`src/rtl/segment_transition_ctl.sv`:
```
// Decides the cycle on which the sampler swaps read segments and tracks
// the loop budget of the active segment (STOP).
module segment_transition_ctl (
    input  logic        CLK,
    input  logic        RST_N,
    input  logic        UPDATE,
    input  logic        REQ_RD_SEGMENT,
    input  logic [7:0]  TRANSITION_MODE,
    input  logic [63:0] TRANSITION_VALUE,
    input  logic [15:0] REP0,
    input  logic [15:0] REP1,
    input  logic [63:0] SYS_TIME,
    input  logic        IDX_WRAP,
    input  logic [3:0]  GPIO_IN,
    output logic        SEGMENT,
    output logic        STOP,
    output logic        PENDING,
    output logic        SWITCHED
);
    typedef enum logic [1:0] {IDLE, WAIT, EXT} state_t;

    localparam logic [7:0]  MODE_SYNC_IDX = 8'h00;
    localparam logic [7:0]  MODE_SYS_TIME = 8'h01;
    localparam logic [7:0]  MODE_GPIO     = 8'h02;
    localparam logic [7:0]  MODE_EXT      = 8'hF0;
    localparam logic [7:0]  MODE_IMM      = 8'hFF;
    localparam logic [15:0] REP_INF       = 16'hFFFF;

    state_t      state, state_nxt;
    logic        segment, segment_nxt;
    logic        stop, stop_nxt;
    logic        switched, switched_nxt;
    logic        lat_seg, lat_seg_nxt;
    logic [7:0]  lat_mode, lat_mode_nxt;
    logic [63:0] lat_value, lat_value_nxt;
    logic [15:0] lat_rep, lat_rep_nxt;
    logic [15:0] eff_rep, eff_rep_nxt;
    logic [15:0] loop_cnt, loop_cnt_nxt;

    logic [3:0]  gpio_s1, gpio_s2, gpio_s3, gpio_rise;

    logic        update_ok;
    logic        is_imm, is_ext;
    logic        trigger;
    logic        do_switch;
    logic        sw_seg;
    logic [15:0] sw_rep;
    logic [15:0] req_rep;
    logic [15:0] cnt_inc;

    // Pins are asynchronous: two sync flops, then a registered rise detect
    always_ff @(posedge CLK) begin
        if (!RST_N) begin
            gpio_s1   <= '0;
            gpio_s2   <= '0;
            gpio_s3   <= '0;
            gpio_rise <= '0;
        end else begin
            gpio_s1   <= GPIO_IN;
            gpio_s2   <= gpio_s1;
            gpio_s3   <= gpio_s2;
            gpio_rise <= gpio_s2 & ~gpio_s3;
        end
    end

    always_ff @(posedge CLK) begin
        if (!RST_N) begin
            state     <= IDLE;
            segment   <= 1'b0;
            stop      <= 1'b0;
            switched  <= 1'b0;
            lat_seg   <= 1'b0;
            lat_mode  <= 8'h00;
            lat_value <= '0;
            lat_rep   <= REP_INF;
            eff_rep   <= REP_INF;
            loop_cnt  <= '0;
        end else begin
            state     <= state_nxt;
            segment   <= segment_nxt;
            stop      <= stop_nxt;
            switched  <= switched_nxt;
            lat_seg   <= lat_seg_nxt;
            lat_mode  <= lat_mode_nxt;
            lat_value <= lat_value_nxt;
            lat_rep   <= lat_rep_nxt;
            eff_rep   <= eff_rep_nxt;
            loop_cnt  <= loop_cnt_nxt;
        end
    end

    always_comb begin
        state_nxt     = state;
        segment_nxt   = segment;
        stop_nxt      = stop;
        switched_nxt  = 1'b0;
        lat_seg_nxt   = lat_seg;
        lat_mode_nxt  = lat_mode;
        lat_value_nxt = lat_value;
        lat_rep_nxt   = lat_rep;
        eff_rep_nxt   = eff_rep;
        loop_cnt_nxt  = loop_cnt;
        do_switch     = 1'b0;
        sw_seg        = lat_seg;
        sw_rep        = lat_rep;

        req_rep = REQ_RD_SEGMENT ? REP1 : REP0;
        is_imm  = TRANSITION_MODE == MODE_IMM;
        is_ext  = TRANSITION_MODE == MODE_EXT;
        update_ok = UPDATE && (TRANSITION_MODE inside
            {MODE_SYNC_IDX, MODE_SYS_TIME, MODE_GPIO, MODE_EXT, MODE_IMM});
        cnt_inc = (loop_cnt == 16'hFFFF) ? loop_cnt : loop_cnt + 16'd1;

        case (lat_mode)
            MODE_SYNC_IDX: trigger = IDX_WRAP;
            MODE_SYS_TIME: trigger = SYS_TIME >= lat_value;
            MODE_GPIO:     trigger = gpio_rise[lat_value[1:0]];
            default:       trigger = 1'b0;
        endcase

        // A fresh request always beats a trigger of the pending one
        if (update_ok) begin
            unique case (1'b1)
                is_imm: begin
                    do_switch = 1'b1;
                    sw_seg    = REQ_RD_SEGMENT;
                    sw_rep    = req_rep;
                    state_nxt = IDLE;
                end
                is_ext: begin
                    do_switch = 1'b1;
                    sw_seg    = REQ_RD_SEGMENT;
                    sw_rep    = req_rep;
                    state_nxt = EXT;
                end
                default: begin
                    state_nxt     = WAIT;
                    lat_seg_nxt   = REQ_RD_SEGMENT;
                    lat_mode_nxt  = TRANSITION_MODE;
                    lat_value_nxt = TRANSITION_VALUE;
                    lat_rep_nxt   = req_rep;
                end
            endcase
        end else begin
            unique case (state)
                WAIT: begin
                    if (trigger) begin
                        do_switch = 1'b1;
                        state_nxt = IDLE;
                    end
                end
                EXT: begin
                    if (IDX_WRAP) begin
                        segment_nxt  = ~segment;
                        switched_nxt = 1'b1;
                    end
                end
                default: begin
                    if (IDX_WRAP) begin
                        loop_cnt_nxt = cnt_inc;
                        if (eff_rep != REP_INF &&
                            {1'b0, cnt_inc} >= {1'b0, eff_rep} + 17'd1)
                            stop_nxt = 1'b1;
                    end
                end
            endcase
        end

        if (do_switch) begin
            segment_nxt  = sw_seg;
            switched_nxt = 1'b1;
            loop_cnt_nxt = '0;
            stop_nxt     = 1'b0;
            eff_rep_nxt  = sw_rep;
        end
    end

    assign SEGMENT  = segment;
    assign STOP     = stop;
    assign PENDING  = state == WAIT;
    assign SWITCHED = switched;

endmodule

```
`config.mk`:
```
export PLATFORM = sky130hd
export DESIGN_NAME = segment_transition_ctl
export DESIGN_NICKNAME = d
export VERILOG_FILES = /design/src/rtl/segment_transition_ctl.sv
export SDC_FILE = /design/constraint.sdc
export NUM_CORES = 1
export LEC_CHECK = 0
export BUFFER_PORTS_ARGS = -buffer_cell sky130_fd_sc_hd__buf_2
export CORE_ASPECT_RATIO = 0.75
export CORE_MARGIN = 8
export CORE_UTILIZATION = 35
export DETAILED_ROUTE_END_ITERATION = 7
export PLACE_DENSITY = 0.61
export SYNTH_ARGS = -nofsm -noshare
export SYNTH_HDL_FRONTEND = slang
export SYNTH_SLANG_ARGS = --single-unit
```
`constraint.sdc`:
```
create_clock -name CLK -period 3.8 [get_ports CLK]
set_clock_uncertainty 0.05 [all_clocks]
set_input_delay 0.76 -clock CLK [delete_from_list [all_inputs] [get_ports CLK]]
set_output_delay 0.76 -clock CLK [all_outputs]
set_load 0.01 [all_outputs]
```
==> results of run 1 <==
-- registers in the layout (all words and copies together), names as in the netlist --
register   cells
lat_value     64
eff_rep       16
lat_rep       16
loop_cnt      16
lat_mode       8
gpio_rise      4
gpio_s1        4
gpio_s2        4
gpio_s3        4
state          2
SEGMENT        1
STOP           1
SWITCHED       1
lat_seg        1
-- critical path, stage by stage, from the launching register on --
cell	delay [ps]
dfxtp_1	380
inv_1	70
nor3_1	290
and3_1	250
nand3_1	120
nor3_1	250
nand3_1	140
xnor2_1	200
ha_1	280
nand3_1	90
a21boi_0	90
o21ai_0	140
a21oi_1	80
o2111ai_1	180
a21oi_1	90
o41a_1	370
o211a_1	200
-- cell usage after synthesis, drive strengths merged (8+ instances only) --
master	number
o21ai	45
a211oi	8
nor3	29
ha	84
nand3	36
xor2	10
a21oi	101
nand4	18
o211ai	32
clkbuf	37
and3	13
inv	91
nor4	10
nand2	201
mux2i	21
and2	14
buf	12
nor2	38
xnor2	26
dfxtp	142
-- how the worst min path moves through the flow --
stage	startpoint	endpoint	slack (ps)
after detailed placement	gpio_s3[3]	gpio_rise[3]	320
after global placement	gpio_s3[3]	gpio_rise[3]	320
final	gpio_s3[3]	gpio_rise[3]	330
after floorplan	gpio_s3[0]	gpio_rise[0]	320
after global routing	gpio_s3[2]	gpio_rise[2]	330
after CTS	gpio_s3[3]	gpio_rise[3]	330
-- logic make-up (layout without fill, tap and decap cells) --
kind of cell	Yosys count	count (layout)	share of synthesized area (%)
xor gates and xnor gates	36	36	3.939
AOI/OAI and AO/OA	213	213	15.85
and+or+nand+nor	379	379	21.49
buffers and inverters	140	322	6.893
adders and majority gates	84	84	13.13
muxes	24	24	3.188
DFF	142	142	35.51
-- report_power, final --
part	switching (W)	internal (W)	total (W)
combinational	0.000175	0.000168	0.000343
sequential	0.00000840	0.00150	0.00151
clock	0.000713	0.000944	0.00166
total	0.000896	0.00262	0.00351
-- metal layers --
metal | wire (um) | share of wire (%) | vias up
met1 | 11100 | 51 | 3192
met3 | 1401 | 6.5 | 24
met4 | 220 | 1.0 | 6
met2 | 8818 | 41 | 179
met5 | 32 | 0.15 | -
li1 | - | - | 3828
-- per-stage QoR --
stage | hold WS (ps) | cells | worst slack (ps) | utilization [%] | area [um2]
2_1_floorplan | 317.4 | 1018 | 420.4 | - | 8005
3_3_place_gp | 321.6 | 1468 | 256.5 | 40.51 | 9220
3_5_place_dp | 322.7 | 1468 | 216.0 | 40.51 | 9220
4_1_cts | 326.9 | 1500 | 419.4 | 43.11 | 9812
5_1_grt | 334.5 | 1500 | 141.3 | 43.11 | 9812
6_report | 325.5 | 1500 | 411.4 | 43.11 | 9812
-- layout make-up --
cell class / count / area [um2] / area share, %
repair buffers: 199 / 1044 / 10.64
clock buffers: 18 / 439.2 / 4.476
multi-input cells: 736 / 4617 / 47.05
well taps: 300 / 375.4 / 3.826
clock inverters: 14 / 152.6 / 1.556
inverters: 91 / 341.6 / 3.481
flip-flops and latches: 142 / 2843 / 28.97
==> key figures, run 1 <==
Die
  – Core Rows: between 40 and 50
  – Full die area: 28,020 um2
  – Height of the die: 147.0 um
  – Die X: 190.6 um
  – Core area: 22,760 um2
  – Initial Utilization: a little over a third
  – Num ports: 181

Global route
  – Total global-route track usage: 15.24%
  – Largest net degree at the start of global routing: 65
  – Global-route wire length before repair: 34.84 mm
  – Vias in the first global route: roughly 6,900
  – GR Layer Usage met2: 21.79%
  – Met1 global-route usage: 22.32%
  – Initial antenna violation count: 3
  – Total grt overflow: 0
  – Met3 usage: between 3 and 4%
  – Grt peak-use layer: met1

CTS
  – # H-tree levels: 4
  – Worst-Skew Late Latency: ~430 ps
  – CTS root buffer: clkbuf_16
  – Clock sink total: 142
  – CTS tree: done
  – # hold bufs at CTS: 0
  – Post-cts resize count: 0
  – Worst-path clk slew: about 70 ps
  – CTS Buf Count: 17
  – CTS Buffer Depth: 2
  – Post-CTS setup buffers: 0

Final layout
  – Antenna diode count: 0
  – Area growth from synthesis to final layout: 22.57%
  – Layout cells sized above 1: 20.42%
  – Commonest cells after routing, fill and taps aside: nand2_1 (201), buf_2 (180), dfxtp_1 (142)
  – Filler Cells Inserted: about 2,300
  – Commonest non-fill, non-tap cell in the layout: nand2_1
  – Final net count: 1,448

Timing
  – Final Max Tran Viols: 0
  – Setup-failing EPs final: 0
  – Setup TNS: 0 ps
  – Final min period: 3389 ps
  – Final worst path period share: 89.17%
  – Worst relative slew slack: 29.96%
  – Worst slew pin tran: roughly 1100 ps
  – Final Hold Viols: 0
  – RSZ-0062 raised after global routing: no
  – Max Freq: 295.1 MHz

Power and ir drop
  – VDD IR max: a little under 0.0003 V
  – Pwr dens: about 360 nW/um2
  – Static leakage: between 4 and 5 nW
  – Total power: 0.003512 W

Setup path
  – Setup crit end: STOP
  – Crit Path Category: reg2reg
  – Req. time, crit path: approximately 4100 ps
  – Arrival time at the worst endpoint: ~3700 ps
  – Critical Path Fanout Max: 4
  – Worst reg2reg endpoint: STOP
  – Crit path capture type: flop
  – Cells on worst reg2reg path: 16
  – Critical path startpoint: eff_rep[2]
  – Startpoint Class: flop
  – Reg-to-reg critical path startpoint: eff_rep[2]
  – Reg2Reg Setup Slack: between 400 and 500 ps

Detailed routing
  – WL/cell: about 14 um
  – Routed Antenna Nets: 0
  – Drt drc: 0
  – Total Wirelength: between 20 and 25 mm
  – Starting DRT DRC Count: 353
  – Via count: just over 7,000
  – Router iterations before antenna repair: 5
  – Vias/cell: 4.819

Logic synthesis
  – Syn Nets: 1,279
  – Number of synthesized flops with an enable pin: 0
  – Synth Cell Area: roughly 8000 um2
  – Unique masters post-synth: between 50 and 60
  – Yosys warns: 0
  – Yosys top cell area share: 35.51%
  – Instance count of the mapped netlist: 1,018
  – Top cells by area, synth: dfxtp_1 (36%), ha_1 (13%), nand2_1 (9.4%)
  – Async set-reset flop share out of synthesis: 0%
  – Synth Register Bits: 142
  – Post-Syn Area per Cell: a little under 8 um2
  – Primary FF master, synth: dfxtp_1
  – Leading area contributor after synthesis: dfxtp_1
  – Seq/Total Area, Yosys: 35.51%

Place
  – Placed wire-length estimate: 16.73 mm
  – # port buffers: 180
  – Routability congestion estimate: 0.8182

Min path
  – Hold Path Stages: 1
  – Hold crit path type: reg2reg

Run status
  – Run status: finished, final reports clean

Flow run
  – Max Cap Violations: 0
Power figures use the tool's default switching activity.
==> inputs of run 2 (changes only) <==
Settings changed: PLACE_DENSITY 0.61 to 0.63.
Clock period 3.8 ns to 3 ns, I/O delays scaled along.
==> key figures, run 2 (same netlist as run 1, synthesis figures left out) <==
Run status
  – Run status: finished, violations left
  – Failing checks: negative setup slack

Detailed routing
  – WL/cell: around 14 um
  – Total Wirelength: 22.49 mm
  – Drt drc: 0
  – Via count: 7,476
  – Routed Antenna Nets: 0
  – Router iterations before antenna repair: 5
  – Vias/cell: 4.795
  – Starting DRT DRC Count: 350

Final layout
  – Largest Register: lat_value
  – Final net count: 1,506
  – Max FFs per register: 64
  – Commonest non-fill, non-tap cell in the layout: nand2_1
  – Layout cells sized above 1: a little over a quarter
  – Commonest cells after routing, fill and taps aside: nand2_1 (201), buf_2 (180), dfxtp_1 (134)
  – Post-route insts no fill: ~1,600
  – Area growth from synthesis to final layout: 31.48%

Global route
  – Total grt overflow: 0
  – Global-route wire length before repair: between 30 and 40 mm
  – Total global-route track usage: 15.90%
  – Largest net degree at the start of global routing: 73
  – Initial antenna violation count: 2
  – Vias in the first global route: 7,294

CTS
  – CTS Buf Count: 17
  – CTS tree: done
  – # hold bufs at CTS: 0
  – CTS Buffer Depth: 2
  – CTS root buffer: clkbuf_16
  – Worst-Skew Late Latency: 420 ps
  – Worst-path clk slew: 60 ps
  – Clock sink total: 142
  – # H-tree levels: 4

Timing
  – Final Hold Viols: 0
  – Final worst path period share: 101.4%
  – Setup-failing EPs final: 1
  – RSZ-0062 raised after global routing: yes
  – Slack of the critical path: -42.54 ps
  – Max Freq: 328.7 MHz
  – Final min period: 3043 ps
  – Worst relative slew slack: 46.44%
  – Final Max Tran Viols: 0
  – Setup TNS: -42.54 ps
  – Worst slew pin tran: 802.3 ps

Die
  – Num ports: 181
  – Die X: 190.6 um
  – Height of the die: ~150 um
  – Core area: 22,760 um2
  – Full die area: 28,020 um2
  – Core Rows: 48
  – Initial Utilization: 35.17%

Place
  – Placed wire-length estimate: 17.19 mm
  – Routability congestion estimate: 0.8457
  – # port buffers: 180
  – Cells after DPL: 1,524

Setup path
  – Crit path capture type: flop
  – Startpoint Class: flop
  – Crit Path Category: reg2reg
  – Critical Path Fanout Max: 3
  – Req. time, crit path: approximately 3300 ps
  – Arrival time at the worst endpoint: 3300 ps

Power and ir drop
  – VDD IR max: approximately 0.00036 V
  – Pwr dens: 451.0 nW/um2
  – Static leakage: 4.665 nW

Min path
  – Hold crit path type: reg2reg

Flow run
  – Max Cap Violations: 0
[run 2: cell types whose count changed in the layout (fill, tap and decap cells not counted), moves of 4 or more]
cell / delta
dfxtp_1: -8
bufinv_16: +4
buf_4: +56
dfxtp_2: +8
nand3_1: -4
nor3_1: -4
[run 2: metrics by stage]
stage	instance area, um2	hold WS (ps)	power, W	setup WS [ps]	utilization [%]
finish	10530	330.3	0.004746	-42.54	46.24
global route	10530	324.9	0.004943	-221.8	46.24
CTS	10450	315.4	0.004801	-17.55	45.92
detailed placement	9704	323.0	0.002423	-243.4	42.63
global placement	9704	322.2	0.002414	-138.5	42.63
floorplan	8063	317.4	0.002200	-32.74	-
[run 2: cell type report]
type / count / area (um2)
repair buffers: 257 / 1495
diodes: 2 / 5.005
multi-input cells: 736 / 4806
well taps: 300 / 375.4
clock inverters: 12 / 206.4
fillers: 2257 / 12240
clock buffers: 19 / 442.9
inverters: 91 / 341.6
flip-flops and latches: 142 / 2853
[run 2: where the power goes]
group / leakage, nW / internal, W / switching, W / total (W)
Combinational: 3.20 / 0.000242 / 0.000242 / 0.000484
Sequential: 1.15 / 0.00191 / 0.00000987 / 0.00192
Clock: 0.315 / 0.00150 / 0.000842 / 0.00235
Total: 4.66 / 0.00365 / 0.00109 / 0.00475
[run 2: critical path, cell delays in order, from the launching register on]
cell      delay, ps
dfxtp_2         330
inv_2            50
nor3_4          190
and3_4          230
nand3_4          80
nor3_4          160
buf_4           140
nand3_1         120
xnor2_2         170
ha_1            290
nor2b_1         140
o21ai_1         130
nand2b_1         70
a21oi_1         140
nor2b_1          60
o41a_1          370
o211a_1         210
[run 2: routing by layer]
layer  share of wire (%)  vias up  GRT usage (%)  wire [um]
li1                    -     3946              -          -
met1                  52     3332          22.88      11620
met2                  42      174          23.03       9382
met3                 5.0       24          3.505       1133
met4                 1.6        0          5.108        354
met5                   0        -              0          0
[run 2: what timing repair did]
item                                    CTS  global route
gates resized for setup                  21            12
pin swaps                                12             1
endpoints found under the setup margin    1            30
setup buffers                             2             0
[run 2: worst paths after layout]
path              startpoint      endpoint  slack, ps  cells after the start
hold / removal    gpio_s3[0]  gpio_rise[0]        330                      1
setup / recovery  eff_rep[3]          STOP        -40                     16
hold reg to reg   gpio_s3[0]  gpio_rise[0]        330                      1
setup reg to reg  eff_rep[3]          STOP        -40                     16
